===== config.mk =====
export PLATFORM = sky130hd
export DESIGN_NAME = dmem_access_ctrl
export DESIGN_NICKNAME = d
export VERILOG_FILES = /design/src/rtl/riscv_pkg.sv /design/src/rtl/flop_en_rst_cl.sv /design/src/rtl/sat_counter.sv /design/src/rtl/dmem_access_ctrl.sv
export SDC_FILE = /design/constraint.sdc
export NUM_CORES = 1
export LEC_CHECK = 0
export ABC_CLOCK_PERIOD_IN_PS = 3900
export CORE_MARGIN = 2
export CORE_UTILIZATION = 41
export DETAILED_ROUTE_END_ITERATION = 10
export GPL_ROUTABILITY_DRIVEN = 0
export PLACE_DENSITY = 0.83
export REMOVE_ABC_BUFFERS = 1
export SLEW_MARGIN = 20
export SYNTH_ARGS = -nofsm -noshare
export SYNTH_HDL_FRONTEND = slang
export SYNTH_SLANG_ARGS = --single-unit

===== constraint.sdc =====
create_clock -name clk -period 3.9 [get_ports clk]
set_input_delay 0.39 -clock clk [delete_from_list [all_inputs] [get_ports clk]]
set_output_delay 0.39 -clock clk [all_outputs]
set_load 0.02 [all_outputs]

===== src/rtl/riscv_pkg.sv =====
// Shared RV32I pipeline types and constants for the MEM-stage data-memory sequencer.
// Latency: none (declarations only).
// Backpressure: none (declarations only).
package riscv_pkg;

   localparam int XLEN = 32;

   // ResultSrc encoding that selects memory read data for write-back
   localparam logic [1:0] RESULT_SRC_MEM = 2'b01;

   typedef enum logic [1:0] {
      IDLE = 2'b00,
      REQ  = 2'b01,
      RESP = 2'b10,
      DONE = 2'b11
   } dmem_state_t;

   // A store or a load needs the data bus; a store with a load ResultSrc is still a store
   function automatic logic is_mem_access(input logic mem_write, input logic [1:0] result_src);
      return mem_write | (result_src == RESULT_SRC_MEM);
   endfunction

endpackage


===== src/rtl/flop_en_rst_cl.sv =====
// Enabled register with synchronous clear to zero.
// Latency: 1 cycle from d to q when en is high.
// Backpressure: none; en low simply holds the stored value.
module flop_en_rst_cl #(
   parameter int WIDTH = 32
) (
   input  logic             clk,
   input  logic             rst,
   input  logic             en,
   input  logic [WIDTH-1:0] d,
   output logic [WIDTH-1:0] q
);

   // Load on enable, clear on reset
   always_ff @(posedge clk) begin
      if (rst) begin
         q <= '0;
      end else if (en) begin
         q <= d;
      end
   end

endmodule


===== src/rtl/sat_counter.sv =====
// Up-counter that sticks at all-ones instead of wrapping.
// Latency: 1 cycle from inc to updated q.
// Backpressure: none; increments while saturated are dropped.
module sat_counter #(
   parameter int WIDTH = 32
) (
   input  logic             clk,
   input  logic             rst,
   input  logic             inc,
   output logic [WIDTH-1:0] q
);

   // Count up on inc until every bit is set, then hold
   always_ff @(posedge clk) begin
      if (rst) begin
         q <= '0;
      end else if (inc && (q != '1)) begin
         q <= q + WIDTH'(1);
      end
   end

endmodule


===== src/rtl/dmem_access_ctrl.sv =====
// MEM-stage sequencer for a variable-latency data bus; freezes the pipeline until the access ends.
// Latency: store = 2 stall cycles + DONE, load = 3 stall cycles + DONE at zero bus wait; +1 per wait cycle.
// Backpressure: waits in REQ for dmem_gnt and in RESP for dmem_rvalid, aborting after TIMEOUT cycles.
module dmem_access_ctrl #(
   parameter int XLEN    = riscv_pkg::XLEN,
   parameter int TIMEOUT = 255,
   parameter int CNT_W   = 32
) (
   input  logic             clk,
   input  logic             rst,
   input  logic             MemWriteM,
   input  logic [1:0]       ResultSrcM,
   input  logic [XLEN-1:0]  ALUResultM,
   input  logic [XLEN-1:0]  WriteDataM,
   output logic             dmem_req,
   output logic             dmem_we,
   output logic [XLEN-1:0]  dmem_addr,
   output logic [XLEN-1:0]  dmem_wdata,
   input  logic             dmem_gnt,
   input  logic             dmem_rvalid,
   input  logic [XLEN-1:0]  dmem_rdata,
   output logic             StallMem,
   output logic             FlushW,
   output logic [XLEN-1:0]  ReadDataM,
   output logic             BusErr,
   output logic [CNT_W-1:0] StallCnt
);
   import riscv_pkg::*;

   // Last counter value at which the current wait state is allowed to run
   localparam logic [15:0] TO_LAST = 16'(TIMEOUT - 1);

   dmem_state_t     state;
   logic [15:0]     tcnt;
   logic            access;
   logic            at_limit;
   logic            capture;
   logic            abort;
   logic            rd_en;
   logic [XLEN-1:0] rd_d;

   assign access   = is_mem_access(MemWriteM, ResultSrcM);
   assign at_limit = (tcnt == TO_LAST);
   // rvalid only counts while a load is waiting for it
   assign capture  = (state == RESP) && dmem_rvalid;
   // The exit condition always beats the timeout threshold
   assign abort    = at_limit && (((state == REQ)  && !dmem_gnt) ||
                                  ((state == RESP) && !dmem_rvalid));

   // Sequencer with registered request and error pulse; timeout counter runs in REQ and RESP
   always_ff @(posedge clk) begin
      if (rst) begin
         state    <= IDLE;
         tcnt     <= '0;
         dmem_req <= 1'b0;
         BusErr   <= 1'b0;
      end else begin
         BusErr <= 1'b0;
         case (state)
            IDLE: begin
               if (access) begin
                  state    <= REQ;
                  dmem_req <= 1'b1;
                  tcnt     <= '0;
               end
            end
            REQ: begin
               tcnt <= tcnt + 16'd1;
               if (dmem_gnt) begin
                  dmem_req <= 1'b0;
                  state    <= MemWriteM ? DONE : RESP;
               end else if (abort) begin
                  dmem_req <= 1'b0;
                  state    <= DONE;
                  BusErr   <= 1'b1;
               end
            end
            RESP: begin
               tcnt <= tcnt + 16'd1;
               if (capture) begin
                  state <= DONE;
               end else if (abort) begin
                  state  <= DONE;
                  BusErr <= 1'b1;
               end
            end
            DONE: begin
               state <= IDLE;
            end
            default: begin
               state    <= IDLE;
               dmem_req <= 1'b0;
            end
         endcase
      end
   end

   // Freeze upstream and bubble WB from the first sight of an access until DONE
   assign StallMem   = ((state == IDLE) && access) || (state == REQ) || (state == RESP);
   assign FlushW     = StallMem;
   assign dmem_we    = dmem_req & MemWriteM;
   assign dmem_addr  = ALUResultM;
   assign dmem_wdata = WriteDataM;

   // Load data is captured on rvalid; an abort deliberately leaves zero behind
   assign rd_en = capture | abort;
   assign rd_d  = capture ? dmem_rdata : '0;

   flop_en_rst_cl #(.WIDTH(XLEN)) u_rdata (
      .clk (clk),
      .rst (rst),
      .en  (rd_en),
      .d   (rd_d),
      .q   (ReadDataM)
   );

   sat_counter #(.WIDTH(CNT_W)) u_stall_cnt (
      .clk (clk),
      .rst (rst),
      .inc (StallMem),
      .q   (StallCnt)
   );

endmodule


After elaboration in Yosys (flattened, before gate mapping)
Index checks and enable logic that the tools add are counted.
Operators by class
  muxes and demuxes: 17
  bitwise gates (word level): 3
  eq/ne operators: 8
  reductions and logical operators: 17
  $add $sub $neg: 2
Operator list (number)
  $add A32 B1 Y32 const B: 1
  $mux W32: 1
  $ne A32 B32 Y1 const B: 1
  $pmux W16 S2: 1
  $add A16 B1 Y16 const B: 1
  $eq A16 B8 Y1 const B: 1
  $mux W16: 1
  $mux W2: 4
  $pmux W2 S4: 1
  $mux W1: 7
  $logic_and A1 B1 Y1: 6
  $eq A2 B1 Y1 const B: 2
  $eq A2 B2 Y1 const B: 2
  $pmux W1 S2: 2
  $reduce_bool A2 Y1: 2
  $logic_or A1 B1 Y1: 3
  $ne A3 B3 Y1 const B: 1
  $reduce_and A3 Y1: 1
  $logic_not A1 Y1: 2
  $logic_not A2 Y1: 1
  $ne A2 B2 Y1 const B: 1
  $or A1 B1 Y1: 2
  $reduce_and A2 Y1: 1
  $reduce_or A2 Y1: 1
  $and A1 B1 Y1: 1
Storage, ports and cells
  bits in registers: 84
  word-level logic and storage cells: 53

Longest topological paths before layout
Gate-level depths: netlist of run 1.
  depth after elaboration: 7
  depth in mapped cells: 9
  gate-level depth less buffers: 7

Hierarchy
A second synthesis of run 1 with hierarchy kept.
Second synthesis, totals
  cell total of the unflattened synthesis: 544
  area, all modules: 4783.3 um^2
By module, submodules not included
  dmem_access_ctrl: cells an instance 242, area an instance 1945.6 um^2, instances 1
  sat_counter: cells an instance 199, area an instance 1674.1 um^2, instances 1
  flop_en_rst_cl: cells an instance 103, area an instance 1163.6 um^2, instances 1

Worst setup path after synthesis of run 1
Ideal clock, no wire load.
  kind: reg2out
  start: reg state[0]
  end: out StallMem
  arrival time: 1.997 ns
  slack: 1.513 ns
  stages on the path, launching flop included: 9
  cells stage by stage: dfxtp_1 inv_1 ha_1 or2_2 nor2_1 buf_2 buf_2 inv_1 buf_4
Between the ends
  longest elaborated chain between the ends: 4
Ends and longest elaborated chain
  start, declared: line dmem_access_ctrl.sv:33  | dmem_state_t state;
  start signal, assigned: line dmem_access_ctrl.sv:71  | state <= MemWriteM ? DONE : RESP;
  $logic_not A2 Y1: line dmem_access_ctrl.sv:99  | assign StallMem = ((state == IDLE) && access) || (state == REQ) || (state == RESP);
  $logic_and A1 B1 Y1: line dmem_access_ctrl.sv:99
  $logic_or A1 B1 Y1: line dmem_access_ctrl.sv:99
  $logic_or A1 B1 Y1 (*): line dmem_access_ctrl.sv:99
  end, declared: line dmem_access_ctrl.sv:22  | output logic StallMem,
Every way passes the cells marked *; elsewhere a longest branch is shown, timed or not.

Final worst setup path of run 1
  start: reg state[0]
  end: out FlushW
Between the ends
  longest elaborated chain between the ends: 4
Ends and longest elaborated chain
  $logic_not A2 Y1: line dmem_access_ctrl.sv:99
  $logic_and A1 B1 Y1: line dmem_access_ctrl.sv:99
  $logic_or A1 B1 Y1: line dmem_access_ctrl.sv:99
  $logic_or A1 B1 Y1 (*): line dmem_access_ctrl.sv:99
  end, declared: line dmem_access_ctrl.sv:23  | output logic FlushW,
Marked as above.

==> metrics.cfg, run 1 <==
[status]
run_status=finished clean

[final_layout]
post_route_cells_drive_above_1_share_pct=7.76
nets=686
final-instance-count-excl-fill=720
num_antenna_cells=0
fill_cells=1015
layout_commonest_cell=sky130_fd_sc_hd__clkdlybuf4s50_1
most-common-layout-cells=106 x sky130_fd_sc_hd__clkdlybuf4s50_1, 84 x sky130_fd_sc_hd__dfxtp_1, 63 x sky130_fd_sc_hd__a21oi_1, 47 x sky130_fd_sc_hd__nand2_1, 40 x sky130_fd_sc_hd__o21ai_0
area_growth_pct=19.9

[global_routing]
grt_antenna_before_repair=0
global_route.usage.total_pct=25.3
grt_pass1_wl_um=22400
grt.overflow.total=0
via_count_of_the_first_global_routing_pass=3866
maximum_number_of_pins_on_one_net_before_global_route_repair=51

[power]
vdd_ir_drop_max_mv=0.332
power.static_leakage_nw=1.82
power_per_cell_area_nw_per_um2=423

[detailed_routing]
average_wire_length_per_cell_after_detail_routing_um=21.6
first_iter_violations=293
drc=0
first_pass_iters=5
postRouteWirelength_um=15500
detailroute.via_count=4268
drt.antenna.violating_nets=0
vias_per_cell=5.93

[clocking]
clkLatencyLatePin_ns=0.37
clk_root_buffer_cell=sky130_fd_sc_hd__clkbuf_8
cts_made_buffers=9
postCtsSetupBuffers=0
cts.hold.buffers_added=0
cts_tree=built
htreeDepth=3
clkSlewWorstSetupHoldPaths_ns=0.08
clock_sinks=84
ctsLongestPathBuffers=2
cts.repair.resized=0

[critical_path]
highest_net_fanout_along_the_worst_path=36
crit_required_ns=3.51
worst-endpoint-arrival_ns=2.84
cp-start-kind=flop
criticalPathCategory=reg -> out
crit_start=state[0]
regToRegStartpoint=tcnt[1]
cp-end-kind=output port

[floorplan]
die_height_um=109
fp.dieArea_um2=12000
ioPinCount=236
chipWidth_um=109
design.core.area_um2=10800
floorplan.initialDensity_pct=42.1
floorplan.rows=38

[place]
io_buffer_count=107
hpwl_um=11800
number_of_placed_instances_taps_included=704

[sta]
grt_setup_unrepaired=false
setup_tns_ns=0
max_freq_mhz=309
finalCritPeriodShare_pct=82.9
max_slew_margin_pct=38.1
timing_hold_violations_final=0
setup_violations=0
setup_skew_after_layout_ns=0.0198
worst_pin_slew_ns=0.929
fin_crit_ns=3.23
final_max_slew_viol_count=0

[synth]
syn-cell-area_um2=4560
cell_variety_after_synth=54
number_of_synthesized_flops_with_an_enable_pin=0
synth.avg_cell_area_um2=8.29
post_synth_top_flop=sky130_fd_sc_hd__dfxtp_1
netlist_instances=550
postSynthRegisterBits=84
fraction_of_the_yosys_area_taken_by_sequential_cells_pct=36.9
ys.warnings.count=0
postSynth.asyncResetShare_pct=0

[worst_hold_path]
worstHoldPathType=reg -> reg
min-delay-start=u_rdata.q[3]

[flow_run]
cap_viol_max_count=0

==> Yosys cell counts, types with 2 or more instances <==
| library cell | count | area (µm²) |
|---|---|---|
| sky130_fd_sc_hd__buf_6 | 5 | 56.3 |
| sky130_fd_sc_hd__buf_4 | 67 | 503 |
| sky130_fd_sc_hd__ha_1 | 8 | 100 |
| sky130_fd_sc_hd__nor3_1 | 5 | 25.0 |
| sky130_fd_sc_hd__or4_1 | 21 | 158 |
| sky130_fd_sc_hd__nor2_1 | 33 | 124 |
| sky130_fd_sc_hd__nor4_4 | 2 | 42.5 |
| sky130_fd_sc_hd__dfxtp_1 | 84 | 1680 |
| sky130_fd_sc_hd__and2_1 | 5 | 31.3 |
| sky130_fd_sc_hd__and4_1 | 2 | 17.5 |
| sky130_fd_sc_hd__nand2_1 | 47 | 176 |
| sky130_fd_sc_hd__a21oi_1 | 64 | 320 |
| sky130_fd_sc_hd__inv_1 | 12 | 45.0 |
| sky130_fd_sc_hd__nor4_1 | 6 | 37.5 |
| sky130_fd_sc_hd__nand3_1 | 11 | 55.1 |
| sky130_fd_sc_hd__and3_1 | 8 | 50.1 |
| sky130_fd_sc_hd__nor4b_1 | 2 | 17.5 |
| sky130_fd_sc_hd__nand4_2 | 2 | 25.0 |
| sky130_fd_sc_hd__or3_2 | 2 | 15.0 |
| sky130_fd_sc_hd__o31ai_1 | 22 | 165 |
| sky130_fd_sc_hd__buf_2 | 2 | 10.0 |
| sky130_fd_sc_hd__nor2b_1 | 5 | 31.3 |
| sky130_fd_sc_hd__o21ai_0 | 40 | 200 |
| sky130_fd_sc_hd__or3_1 | 5 | 31.3 |
| sky130_fd_sc_hd__mux2_2 | 6 | 67.6 |
| sky130_fd_sc_hd__xor2_1 | 13 | 114 |
| sky130_fd_sc_hd__nand4_1 | 23 | 144 |
| sky130_fd_sc_hd__clkbuf_1 | 22 | 82.6 |
==> per-stage QoR <==
| stage | utilization, % | hold WS (ns) | instance area (µm²) | setup slack, ns | total power, W |
|---|---|---|---|---|---|
| floorplan | - | 0.453 | 3910 | 1.01 | 0.00125 |
| global placement | 47.8 | 0.460 | 5180 | 0.765 | 0.00145 |
| detailed placement | 47.8 | 0.468 | 5180 | 0.680 | 0.00147 |
| CTS | 50.3 | 0.482 | 5460 | 0.339 | 0.00230 |
| global route | 50.5 | 0.509 | 5470 | 0.490 | 0.00241 |
| finish | 50.5 | 0.478 | 5470 | 0.666 | 0.00231 |
==> final cells by class <==
class                      instances  area (µm²)  area share (%)
timing repair buffer             111        1100            20.0
clock inverter                     6         134            2.45
sequential                        84        1680            30.7
tap                              140         175            3.20
inverter                          12        45.0           0.824
multi-input combinational        357        2200            40.2
clock buffer                      10         138            2.52
==> report_power, final <==
part / switching, W / internal (W)
registers: 0.0000462 / 0.000896
logic: 0.000322 / 0.000205
clock network: 0.000333 / 0.000509
total: 0.000701 / 0.00161
==> path summary, 6_finish.rpt <==
kind	endpoint	slack, ns	cells after the start
hold / removal	u_rdata.q[3]	0.48	2
setup reg to reg	u_rdata.q[2]	1.49	7
hold reg to reg	u_rdata.q[3]	0.48	2
setup / recovery	FlushW	0.67	6
==> critical path, stage by stage, from the launching register on <==
cell and delay, ns:
sky130_fd_sc_hd__dfxtp_1 0.37, sky130_fd_sc_hd__inv_1 0.11, sky130_fd_sc_hd__ha_1 0.29, sky130_fd_sc_hd__or2_2 0.39
sky130_fd_sc_hd__nor2_4 0.57, sky130_fd_sc_hd__inv_1 0.15, sky130_fd_sc_hd__clkdlybuf4s50_1 0.58
==> state kept, by name (all words and copies together) (netlist names) <==
name	cells
u_stall_cnt.q	32
u_rdata.q	32
state	2
dmem_req	1
tcnt	16
BusErr	1
==> cell families after synthesis <==
group           Yosys count  synth area share (%)
mux                       6                  1.48
flops                    84                  36.9
simple gates            190                  24.1
xor+xnor                 13                  2.50
buf+inv                 109                  15.4
compound gates          140                  17.5
fa+ha+maj                 8                  2.19
==> metal layers <==
| layer | part of all wire [%] | global-route usage, % | vias to the layer above |
|---|---|---|---|
| met3 | 19 | 22.1 | 24 |
| li1 | - | - | 1947 |
| met5 | 1.2 | 12.9 | - |
| met1 | 36 | 26.7 | 2045 |
| met2 | 42 | 36.1 | 246 |
| met4 | 1.4 | 7.41 | 6 |
Power figures use the tool's default switching activity.
==> inputs of run 2 (changes only) <==
--- a/config.mk
+++ b/config.mk
@@ -5,12 +5,12 @@
 export SDC_FILE = /design/constraint.sdc
 export NUM_CORES = 1
 export LEC_CHECK = 0
-export ABC_CLOCK_PERIOD_IN_PS = 3900
+export ABC_CLOCK_PERIOD_IN_PS = 3100
 export CORE_MARGIN = 2
-export CORE_UTILIZATION = 41
+export CORE_UTILIZATION = 40
 export DETAILED_ROUTE_END_ITERATION = 10
 export GPL_ROUTABILITY_DRIVEN = 0
-export PLACE_DENSITY = 0.83
+export PLACE_DENSITY = 0.81
 export REMOVE_ABC_BUFFERS = 1
 export SLEW_MARGIN = 20
 export SYNTH_ARGS = -nofsm -noshare
==> constraint.sdc (replaced) <==
create_clock -name clk -period 3.1 [get_ports clk]
set_input_delay 0.31 -clock clk [delete_from_list [all_inputs] [get_ports clk]]
set_output_delay 0.31 -clock clk [all_outputs]
set_load 0.02 [all_outputs]
==> run 2 against run 1 <==
Sequential cell count unchanged. Via count is 0.52% lower. Design area is 0.96% higher.
==> metrics.cfg, run 2 (synthesis gave the netlist of run 1 again) <==
[floorplan]
design.core.area_um2=11000  ; was 10800 µm²
fp.dieArea_um2=12300  ; was 12000 µm²
chipWidth_um=111  ; was 109 µm
ioPinCount=236  ; unchanged
die_height_um=111  ; was 109 µm
floorplan.rows=38  ; unchanged
floorplan.initialDensity_pct=41.5  ; was 42.1%

[detailed_routing]
detailroute.via_count=4246  ; was 4268
drc=0  ; unchanged
first_iter_violations=284  ; was 293
drt.antenna.violating_nets=0  ; unchanged
postRouteWirelength_um=15100  ; was 15500 µm
vias_per_cell=5.86  ; was 5.93
first_pass_iters=5  ; unchanged
average_wire_length_per_cell_after_detail_routing_um=20.8  ; was 21.6 µm

[sta]
worst_pin_slew_ns=0.699  ; was 0.929 ns
max_slew_margin_pct=53.0  ; was 38.1%
max_freq_mhz=381
finalCritPeriodShare_pct=84.7
setup_violations=0  ; unchanged
timing.final.ws_setup_ns=0.475  ; was 0.666 ns
fin_crit_ns=2.63
grt_setup_unrepaired=false  ; unchanged
setup_skew_after_layout_ns=0.00885  ; was 0.0198 ns
final_max_slew_viol_count=0  ; unchanged
setup_tns_ns=0  ; unchanged
whs_ns=0.476  ; was 0.478 ns
timing_hold_violations_final=0  ; unchanged

[global_routing]
grt_antenna_before_repair=0  ; unchanged
maximum_number_of_pins_on_one_net_before_global_route_repair=36  ; was 51
grt_pass1_wl_um=22900  ; was 22400 µm
via_count_of_the_first_global_routing_pass=3995  ; was 3866
global_route.usage.total_pct=23.7  ; was 25.3%
grt.overflow.total=0  ; unchanged

[final_layout]
layout_commonest_cell=sky130_fd_sc_hd__clkdlybuf4s50_1  ; unchanged
final-instance-count-excl-fill=724  ; was 720
post_route_cells_drive_above_1_share_pct=8.05  ; was 7.76%
most-common-layout-cells=106 x sky130_fd_sc_hd__clkdlybuf4s50_1, 84 x sky130_fd_sc_hd__dfxtp_1, 63 x sky130_fd_sc_hd__a21oi_1, 47 x sky130_fd_sc_hd__nand2_1, 40 x sky130_fd_sc_hd__o21ai_0  ; unchanged
area_growth_pct=21.0  ; was 19.9%
nets=690  ; was 686
biggestRegsByFlops=u_rdata.q x32, u_stall_cnt.q x32, tcnt x16  ; unchanged
num_antenna_cells=0  ; unchanged

[clocking]
clk_root_buffer_cell=sky130_fd_sc_hd__clkbuf_16  ; was sky130_fd_sc_hd__clkbuf_8
cts.hold.buffers_added=0  ; unchanged
cts_tree=built  ; unchanged
clkSlewWorstSetupHoldPaths_ns=0.06  ; was 0.08 ns
postCtsSetupBuffers=0  ; unchanged
cts_made_buffers=9  ; unchanged
clkLatencyLatePin_ns=0.34  ; was 0.37 ns
htreeDepth=3  ; unchanged
ctsLongestPathBuffers=2  ; unchanged
cts.repair.resized=0  ; unchanged
clock_sinks=84  ; unchanged

[critical_path]
criticalPathCategory=reg -> out  ; unchanged
crit_required_ns=2.79  ; was 3.51 ns
worst-endpoint-arrival_ns=2.32  ; was 2.84 ns
slowest_delay_ns=0.62  ; was 0.58 ns
cp-start-kind=flop  ; unchanged
worstPathCellList=inv_1, ha_1, a21boi_2, nor2_2, inv_1, clkdlybuf4s50_1  ; was inv_1, ha_1, or2_2, nor2_4, inv_1, clkdlybuf4s50_1
timing.critical_path.mode_cell=sky130_fd_sc_hd__inv_1  ; unchanged
cp-end-kind=output port  ; unchanged
slowest_cell_on_crit_path=sky130_fd_sc_hd__clkdlybuf4s50_1  ; unchanged
highest_net_fanout_along_the_worst_path=6  ; was 36

[power]
power.static_leakage_nw=1.84  ; was 1.82 nW
power_per_cell_area_nw_per_um2=533  ; was 423 nW/µm²
vdd_ir_drop_max_mv=0.277  ; was 0.332 mV

[place]
number_of_placed_instances_taps_included=708  ; was 704
hpwl_um=11400  ; was 11800 µm
io_buffer_count=107  ; unchanged
placement.setup.worst_slack_ns=0.670  ; was 0.680 ns

[flow_run]
cap_viol_max_count=0  ; unchanged

[worst_hold_path]
worstHoldPathType=reg -> reg  ; unchanged

[status]
run_status=finished clean  ; unchanged

==> run 2: changes by cell type in the layout (fill, tap and decap cells not counted), moves of 2 or more <==
cell | previous run | this run
sky130_fd_sc_hd__clkbuf_8 | 10 | 0
sky130_fd_sc_hd__clkbuf_16 | 0 | 9
sky130_fd_sc_hd__buf_4 | 4 | 8
sky130_fd_sc_hd__bufinv_16 | 4 | 1
sky130_fd_sc_hd__clkinvlp_4 | 0 | 2
==> run 2: per-layer routing <==
metal	GRT usage (%)	part of all wire [%]
met2	32.5	40
met5	11.7	1.1
met3	20.9	19
met4	4.75	1.5
met1	26.9	38
==> run 2: path summary, 6_finish.rpt <==
path	from	to	slack, ns	cells after the start
worst max-delay path	state[0]	StallMem	0.47	6
worst min register to register	u_rdata.q[7]	u_rdata.q[7]	0.48	2
worst min-delay path	u_rdata.q[7]	u_rdata.q[7]	0.48	2
worst max register to register	tcnt[1]	u_rdata.q[4]	0.75	7
==> run 2: cell type report <==
cell class	instances	area, µm²
inverters	12	45.0
repair buffers	115	1130
clock inverters	6	71.3
fillers	1045	5460
clock buffers	10	229
multi-input cells	357	2190
well taps	140	175
flip-flops and latches	84	1680
==> run 2: through the flow <==
stage               area (µm²)  total power, W  utilization (%)
detailed placement        5210         0.00187             47.5
global placement          5210         0.00185             47.5
finish                    5520         0.00294             50.3
global route              5520         0.00307             50.3
CTS                       5510         0.00295             50.2
floorplan                 3910         0.00158                -
==> run 2: report_power, final <==
group	switching, W	internal [W]	leakage, nW
Clock	0.000457	0.000632	0.140
Sequential	0.0000582	0.00113	0.678
Combinational	0.000400	0.000265	1.02
Total	0.000916	0.00203	1.84
==> run 2: critical path, delay by kind of cell, from the launching register on <==
family,cells,cell delay [ns]
adder cells (fa/ha/maj),1,0.27
AO/OA/AOI/OAI,1,0.41
flip-flops,1,0.33
buffers and inverters,3,0.88
AND/OR/NAND/NOR,1,0.09
==> inputs of run 3 (changes only) <==
--- a/config.mk
+++ b/config.mk
@@ -5,7 +5,7 @@
 export SDC_FILE = /design/constraint.sdc
 export NUM_CORES = 1
 export LEC_CHECK = 0
-export ABC_CLOCK_PERIOD_IN_PS = 3100
+export ABC_CLOCK_PERIOD_IN_PS = 2500
 export CORE_MARGIN = 2
 export CORE_UTILIZATION = 40
 export DETAILED_ROUTE_END_ITERATION = 10
==> constraint.sdc (replaced) <==
create_clock -name clk -period 2.5 [get_ports clk]
set_input_delay 0.25 -clock clk [delete_from_list [all_inputs] [get_ports clk]]
set_output_delay 0.25 -clock clk [all_outputs]
set_load 0.02 [all_outputs]
==> run 3 against run 2 <==
Non-clock buffer count is 4 higher. Total power is 23% higher. Combinational power is 33% higher. Sequential cell count stayed put. Clock power is 16% higher. Utilization is 0.15 points higher. Worst hold slack worse by 0.058 ns. Via count is 1.5% higher. Critical path depth stayed put. Wire length is 3.9% higher. Setup slack worse by 0.39 ns. Critical endpoint is now FlushW. Largest cell class unchanged.
==> metrics.cfg, run 3 (synthesis gave the netlist of run 1 again) <==
[power]
sequentialPowerShare_pct=40.5  ; was 40.3%
power_per_cell_area_nw_per_um2=653  ; was 533 nW/µm²
switching_share_pct=32.7  ; was 31.1%
design_power_total_w=0.00361  ; was 0.00294 W
internal-power_w=0.00243  ; was 0.00203 W
vdd_ir_drop_max_mv=0.340  ; was 0.277 mV
clockPowerShare_pct=35.0  ; was 37.0%
portion_of_total_power_attributed_to_combinational_logic_pct=24.5  ; was 22.6%
power.static_leakage_nw=1.86  ; was 1.84 nW
switching_power_w=0.00118  ; was 0.000916 W

[final_layout]
layout_commonest_cell=sky130_fd_sc_hd__clkdlybuf4s50_1  ; unchanged
nets=694  ; was 690
most-common-layout-cells=104 x sky130_fd_sc_hd__clkdlybuf4s50_1, 84 x sky130_fd_sc_hd__dfxtp_1, 63 x sky130_fd_sc_hd__a21oi_1, 47 x sky130_fd_sc_hd__nand2_1, 40 x sky130_fd_sc_hd__o21ai_0  ; was 106 x sky130_fd_sc_hd__clkdlybuf4s50_1, 84 x sky130_fd_sc_hd__dfxtp_1, 63 x sky130_fd_sc_hd__a21oi_1, 47 x sky130_fd_sc_hd__nand2_1, 40 x sky130_fd_sc_hd__o21ai_0
num_antenna_cells=0  ; unchanged
post_route_cells_drive_above_1_share_pct=8.84  ; was 8.05%
biggestRegsByFlops=u_rdata.q x32, u_stall_cnt.q x32, tcnt x16  ; unchanged
final-instance-count-excl-fill=728  ; was 724
final_area_um2=5540  ; was 5520 µm²
area_growth_pct=21.4  ; was 21.0%

[detailed_routing]
drt.antenna.violating_nets=0  ; unchanged
postRouteWirelength_um=15700  ; was 15100 µm
vias_per_cell=5.92  ; was 5.86
average_wire_length_per_cell_after_detail_routing_um=21.5  ; was 20.8 µm
first_pass_iters=7  ; was 5
drc=0  ; unchanged
detailroute.via_count=4308  ; was 4246
first_iter_violations=348  ; was 284

[sta]
fin_crit_ns=2.41
max_freq_mhz=415
whs_ns=0.418  ; was 0.476 ns
setup_violations=0  ; unchanged
worst_pin_slew_ns=0.676  ; was 0.699 ns
finalCritPeriodShare_pct=96.4
max_slew_margin_pct=54.8  ; was 53.0%
final_max_slew_viol_count=0  ; unchanged
timing_hold_violations_final=0  ; unchanged
setup_skew_after_layout_ns=0.0119  ; was 0.00885 ns
grt_setup_unrepaired=false  ; unchanged
timing.final.ws_setup_ns=0.0894  ; was 0.475 ns

[clocking]
cts_made_buffers=9  ; unchanged
clkLatencyLatePin_ns=0.34  ; about the same
cts.hold.buffers_added=0  ; unchanged
cts_tree=built  ; unchanged
htreeDepth=3  ; unchanged
postCtsSetupBuffers=0  ; unchanged
clk_root_buffer_cell=sky130_fd_sc_hd__clkbuf_16  ; unchanged
ctsLongestPathBuffers=2  ; unchanged
clkSlewWorstSetupHoldPaths_ns=0.06  ; about the same
clock_sinks=84  ; unchanged
cts.repair.resized=2  ; was 0

[global_routing]
grt_antenna_before_repair=0  ; unchanged
via_count_of_the_first_global_routing_pass=4072  ; was 3995
grt.overflow.total=0  ; unchanged
global_route.usage.total_pct=24.6  ; was 23.7%
grt_pass1_wl_um=23500  ; was 22900 µm
maximum_number_of_pins_on_one_net_before_global_route_repair=36  ; unchanged

[status]
run_status=finished clean  ; unchanged

[floorplan]
chipWidth_um=111  ; unchanged
fp.dieArea_um2=12300  ; unchanged
die_height_um=111  ; unchanged
design.core.area_um2=11000  ; unchanged
floorplan.rows=38  ; unchanged
ioPinCount=236  ; unchanged
floorplan.initialDensity_pct=41.5  ; unchanged

[place]
number_of_placed_instances_taps_included=712  ; was 708
hpwl_um=11600  ; was 11400 µm
placement.setup.worst_slack_ns=0.107  ; was 0.670 ns
io_buffer_count=107  ; unchanged
postPlaceCellArea_um2=5260  ; was 5210 µm²

[critical_path]
highest_net_fanout_along_the_worst_path=5  ; was 6
crit_required_ns=2.25  ; was 2.79 ns
worst-endpoint-arrival_ns=2.16  ; was 2.32 ns
criticalPathCategory=reg -> out  ; unchanged
rrSetupSlack_ns=0.19  ; was 0.75 ns
cp-start-kind=flop  ; unchanged
cp-end-kind=output port  ; unchanged

[flow_run]
cap_viol_max_count=0  ; unchanged

[worst_hold_path]
worstHoldPathType=in -> reg  ; was reg -> reg

run 3: cell types whose count changed in the layout (fill, tap and decap cells not counted), sizes merged:
cell,before,now
bufinv,1,0
clkbuf,10,9
clkdlybuf4s50,106,104
dlygate4sd2,0,2
clkinv,1,3
buf,9,13
run 3: final timing paths:
check	start	to	depth (start not counted)
hold reg to reg	u_rdata.q[13]	u_rdata.q[13]	2
hold / removal	rst	tcnt[0]	2
setup / recovery	state[0]	FlushW	6
setup reg to reg	tcnt[0]	u_rdata.q[15]	8
run 3: layer usage:
| layer | up-vias | part of all wire [%] | global-route usage [%] |
|---|---|---|---|
| met5 | - | 1.1 | 13.8 |
| met4 | 6 | 1.6 | 6.00 |
| met3 | 24 | 18 | 21.5 |
| met2 | 287 | 41 | 34.3 |
| met1 | 2013 | 38 | 26.8 |
| li1 | 1978 | - | - |
run 3: worst max-delay path: stages, from the launching register on:
cell                            delay (ns)
sky130_fd_sc_hd__dfxtp_1              0.37
sky130_fd_sc_hd__inv_1                0.12
sky130_fd_sc_hd__ha_1                 0.32
sky130_fd_sc_hd__or2_2                0.39
sky130_fd_sc_hd__nor2_2               0.18
sky130_fd_sc_hd__inv_1                0.10
sky130_fd_sc_hd__dlygate4sd2_1        0.35
run 3: through the flow:
step           utilization (%)  TNS [ns]
2_1_floorplan                -     -1.12
3_3_place_gp              47.9         0
3_5_place_dp              47.9         0
4_1_cts                   50.4         0
5_1_grt                   50.4         0
6_report                  50.4         0
run 3: layout make-up:
cell class	count	area, µm²
fillers	996	5450
clock inverters	7	51.3
well taps	140	175
repair buffers	119	1170
multi-input cells	357	2190
clock buffers	9	225
inverters	12	45.0
flip-flops and latches	84	1680
run 3: power by group through the flow:
stage | clock network [W] | registers [W] | logic (W)
after CTS | 0.00128 | 0.00146 | 0.000875
after global placement | 0 | 0.00149 | 0.000842
after floorplan | 0 | 0.00153 | 0.000427
final | 0.00126 | 0.00146 | 0.000886
after detailed placement | 0 | 0.00149 | 0.000885
after global routing | 0.00133 | 0.00147 | 0.000959
==> edit 1: new RTL, flow settings as in run 3 <==
Set the parameter `CNT_W` to 40 (it was 32).
--- a/src/rtl/dmem_access_ctrl.sv
+++ b/src/rtl/dmem_access_ctrl.sv
@@ -4,7 +4,7 @@
 module dmem_access_ctrl #(
    parameter int XLEN    = riscv_pkg::XLEN,
    parameter int TIMEOUT = 255,
-   parameter int CNT_W   = 32
+   parameter int CNT_W   = 40
 ) (
    input  logic             clk,
    input  logic             rst,
Ports: changed (resized StallCnt); port bits go from 236 to 244. No check against the original RTL was run, so the function may have changed too.
==> edit 1 against run 3 <==
Fmax decreased by 0.62%; design area increased by 14%; sequential share of layout area shrank 1.2 points; first-iteration DRC count rose by 46%; sequential cell count increased by 8; synthesized area grew 11%; synthesized cell count increased by 11%; routed wire length is 15% higher; worst setup slack worse by 0.015 ns; sequential power grew 8%; power grew 1.3%; combinational power is 21% lower; critical endpoint is now u_stall_cnt.q[38]; largest cell class unchanged; largest power group unchanged; highest routed layer unchanged.
==> edit 1: results (changes against run 3) <==
Post-Route WL = 18100 µm (was 15700 µm)
Syn. warnings = 0 (unchanged)
Post-Synth Adder-Cell Area = 0.0197 (was 0.0219)
first-pass GRT wire length = 25800 µm (was 23500 µm)
DR iter-0 viols = 509 (was 348)
CP Max Fanout = 8 (was 5)
post-DP HPWL = 13600 µm (was 11600 µm)
final cell count without fillers = 836 (was 728)
slew at the pin with the worst max-slew slack = 0.688 ns (was 0.676 ns)
FMAX = 0.412 GHz (was 0.415 GHz)
largest net degree at the start of global routing = 62 (was 36)
Max VDD drop = 0.000279 V (was 0.000340 V)
run status = finished, final reports clean (unchanged)
Yosys cell types = 52 (was 54)
post-synthesis mux area share = 0.0308 (was 0.0148)
Max Used Layer = met5 (unchanged)
Clock H-tree levels = 3 (unchanged)
Static Leak = 2.03 nW (was 1.86 nW)
register area share after synthesis = 0.362 (was 0.369)
Synth Area in Compound Gates = 0.172 (was 0.175)
Worst Skew = 0.00728 ns (was 0.0119 ns)
vias in the first global route = 4476 (was 4072)
Setup CP Type = flop to flop (was flop to output port)
GR Util All Layers = 0.254 (was 0.246)
largest cells by area after synthesis = dfxtp_1, buf_4, a21oi_1 (unchanged)
Mapped Cells = 611 (was 550)
Pre-Repair DR Iteration Count = 6 (was 7)
Hold WC Path Type = input pin to flop (unchanged)
share of layout cells above drive strength 1 = 0.0964 (was 0.0884)
dpl cells = 818 (was 712)
met3 wire length = 3260 µm (was 2860 µm)
Synth Area in XOR/XNOR = 0.0241 (was 0.0250)
R2R Setup Slk = 0.07 ns (was 0.19 ns)
CTS root buf = clkbuf_16 (unchanged)
pre-CTS setup slack = 0.0604 ns (was 0.107 ns)
Nets = 770 (was 694)
Met2 Wirelength = 7360 µm (was 6480 µm)
PortBufs = 115 (was 107)
MaxCap Viol Count = 0 (unchanged)
DP Area = 5980 µm² (was 5260 µm²)
Critical Path AT = 2.65 ns (was 2.16 ns)
biggest regs = u_stall_cnt.q: 40 flops, u_rdata.q: 32 flops, tcnt: 16 flops (was u_rdata.q: 32 flops, u_stall_cnt.q: 32 flops, tcnt: 16 flops)
Vias/cell = 5.90 (was 5.92)
top cells by count, synth = dfxtp_1, buf_4, a21oi_1 (unchanged)
Worst Setup SP = state[1] (was state[0])
Post-synth ARST share = 0 (unchanged)
worst r2r dst = u_stall_cnt.q[38] (was u_rdata.q[15])
Metal-1 WL = 6870 µm (was 5910 µm)
edit 1: changes by cell type in the layout (fill, tap and decap cells not counted), moves of 7 or more:
cell,run 3,this run
a22oi_1,0,32
nand2_1,47,24
nor2_1,32,42
nand3_1,11,51
clkdlybuf4s50_1,104,112
dfxtp_1,84,92
buf_4,11,20
mux2_2,6,13
nor2b_1,5,12
o21ai_0,40,13
edit 1: final cells by class:
class,instances,area [µm²]
Tap cell,172,215
Fill cell,1200,6210
Multi-Input combinational cell,405,2580
Clock inverter,6,62.6
Clock buffer,10,239
Timing Repair Buffer,136,1310
Inverter,15,56.3
Sequential cell,92,1840
edit 1: where the power goes:
group / switching [W] / internal, W
sequential: 0.0000547 / 0.00153
combinational: 0.000393 / 0.000304
clock: 0.000581 / 0.000803
edit 1: worst max-delay path: stages (launching register included):
cell	delay [ns]
dfxtp_1	0.34
inv_1	0.13
ha_1	0.32
a211oi_1	0.11
and2_1	0.21
inv_2	0.09
nand2_1	0.14
a2111oi_0	0.57
mux2_2	0.40
edit 1: timing repair:
action,CTS,global route
pin swaps,0,1
setup buffers,0,2
resized for setup,2,2
endpoints found under the setup margin,2,12
edit 1: per-layer routing:
metal  vias to the layer above  track usage
met5                         -        0.126
met4                         6       0.0729
met3                        32        0.209
li1                       2278            -
met2                       273        0.346
met1                      2347        0.291
edit 1: worst min-delay path by stage:
stage,to,slack (ns),cells after the start
after CTS,u_stall_cnt.q[36],0.35,3
final,u_stall_cnt.q[36],0.34,3
after detailed placement,u_rdata.q[31],0.47,2
after floorplan,u_rdata.q[0],0.32,1
after global routing,u_stall_cnt.q[36],0.38,3
after global placement,u_rdata.q[20],0.46,2
==> edit 2: new RTL, config.mk and constraints of run 3 <==
Without the edit above. Encoding of `dmem_state_t`: now Gray code (2 bits for 4 states).
--- a/src/rtl/riscv_pkg.sv
+++ b/src/rtl/riscv_pkg.sv
@@ -11,8 +11,8 @@
    typedef enum logic [1:0] {
       IDLE = 2'b00,
       REQ  = 2'b01,
-      RESP = 2'b10,
-      DONE = 2'b11
+      RESP = 2'b11,
+      DONE = 2'b10
    } dmem_state_t;
 
    // A store or a load needs the data bus; a store with a load ResultSrc is still a store
Check against the original RTL: same outputs for any inputs over 10 cycles, from zero or initial values and one cycle with rst high; not proved beyond that.
==> edit 2 against run 3 <==
The run now ends with negative setup slack left; cell count down 8.5%; via count down 3.9%; synthesized area down 6.6%; count of clock-buffer cells in the layout up 3; design area down 4.0%; synthesized cell count down 14%; worst setup slack worse by 0.16 ns; sequential cell count unchanged; routed wire length up 12%.
Power is not compared: it rests on default switching activity, and its combinational part moved more than twofold at a synthesized area within 25%.
==> edit 2: results (changes against run 3) <==
fin worst setup slack = -0.0713 ns (was 0.0894 ns)
Hold Slack = 0.437 ns (was 0.418 ns)
Synth Area in XOR/XNOR = 0.00206 (was 0.0250)
total number of vias = 4140 (was 4308)
GR Util All Layers = 0.286 (was 0.246)
final setup fails = 32 (was 0)
DR iter-0 viols = 435 (was 348)
Synth Area in Compound Gates = 0.212 (was 0.175)
DP Area = 5040 µm² (was 5260 µm²)
Avg WL per Cell = 26.3 µm (was 21.5 µm)
Vias/cell = 6.22 (was 5.92)
pre-CTS setup slack = -0.0598 ns (was 0.107 ns)
post-synthesis mux area share = 0.0182 (was 0.0148)
CTS root buf = clkbuf_8 (was clkbuf_16)
largest cells by area after synthesis = dfxtp_1, buf_4, a22o_1 (was dfxtp_1, buf_4, a21oi_1)
CP Max Fanout = 8 (was 5)
setup_tns = -1.05 ns (was 0 ns)
Post-Synth Adder-Cell Area = 0.00881 (was 0.0219)
Clock transition at path regs = 0.09 ns (was 0.06 ns)
first-pass GRT wire length = 23600 µm (was 23500 µm)
Setup CP Type = flop to flop (was flop to output port)
register area share after synthesis = 0.395 (was 0.369)
vias in the first global route = 3563 (was 4072)
Critical Path AT = 2.82 ns (was 2.16 ns)
Worst-Skew Late Latency = 0.36 ns (was 0.34 ns)
run status = complete, but fails checks (was finished, final reports clean)
Worst Setup SP = tcnt[0] (was state[0])
Filler cells = 895 (was 996)
top cells by count, synth = dfxtp_1, buf_4, a21oi_1 (unchanged)
Yosys cell types = 56 (was 54)
failing checks = negative setup slack
## edit 2: per-layer routing
layer / wire length (µm) / part of all wire / global-route usage / vias to the layer above
li1: - / - / - / 1807
met1: 5590 / 0.32 / 0.268 / 1952
met2: 7750 / 0.44 / 0.425 / 328
met3: 2950 / 0.17 / 0.219 / 47
met4: 1010 / 0.058 / 0.171 / 6
met5: 200 / 0.011 / 0.157 / -
## edit 2: kinds of logic after synthesis
| logic type | after synthesis |
|---|---|
| AO/OA/AOI/OAI | 128 |
| XOR/XNOR | 1 |
| adder cells (fa/ha/maj) | 3 |
| buffers and inverters | 95 |
| flip-flops | 84 |
| multiplexers | 7 |
| AND/OR/NAND/NOR | 153 |
## edit 2: timing repair
item / CTS / global route
hold endpoints to repair: 0 / 0
hold buffers: 0 / 0
gates resized for setup: 1 / 8
endpoints found under the setup margin: 4 / 34
cloned: 0 / 2
pin swaps: 0 / 4
buffers inserted: 0 / 1
## edit 2: cell type report
| type | instances | area [µm²] | share of cell area |
|---|---|---|---|
| Clock buffer | 12 | 155 | 0.0292 |
| Clock inverter | 4 | 55.1 | 0.0104 |
| Inverter | 9 | 35.0 | 0.00659 |
| Multi-Input combinational cell | 294 | 1990 | 0.374 |
| Sequential cell | 84 | 1680 | 0.317 |
| Tap cell | 136 | 170 | 0.0320 |
| Timing Repair Buffer | 127 | 1230 | 0.231 |
## edit 2: worst max-delay path: stages, from the launching register on
cell	delay [ns]
dfxtp_2	0.33
inv_2	0.07
ha_4	0.12
or4b_4	0.45
or4b_4	0.53
o31ai_4	0.35
buf_4	0.20
a31oi_4	0.16
a22o_1	0.25
## edit 2: power breakdown
group / switching [W] / leakage [nW] / internal, W
combinational: 0.000150 / 0.978 / 0.000127
clock: 0.000522 / 0.103 / 0.000523
sequential: 0.0000148 / 0.679 / 0.00135
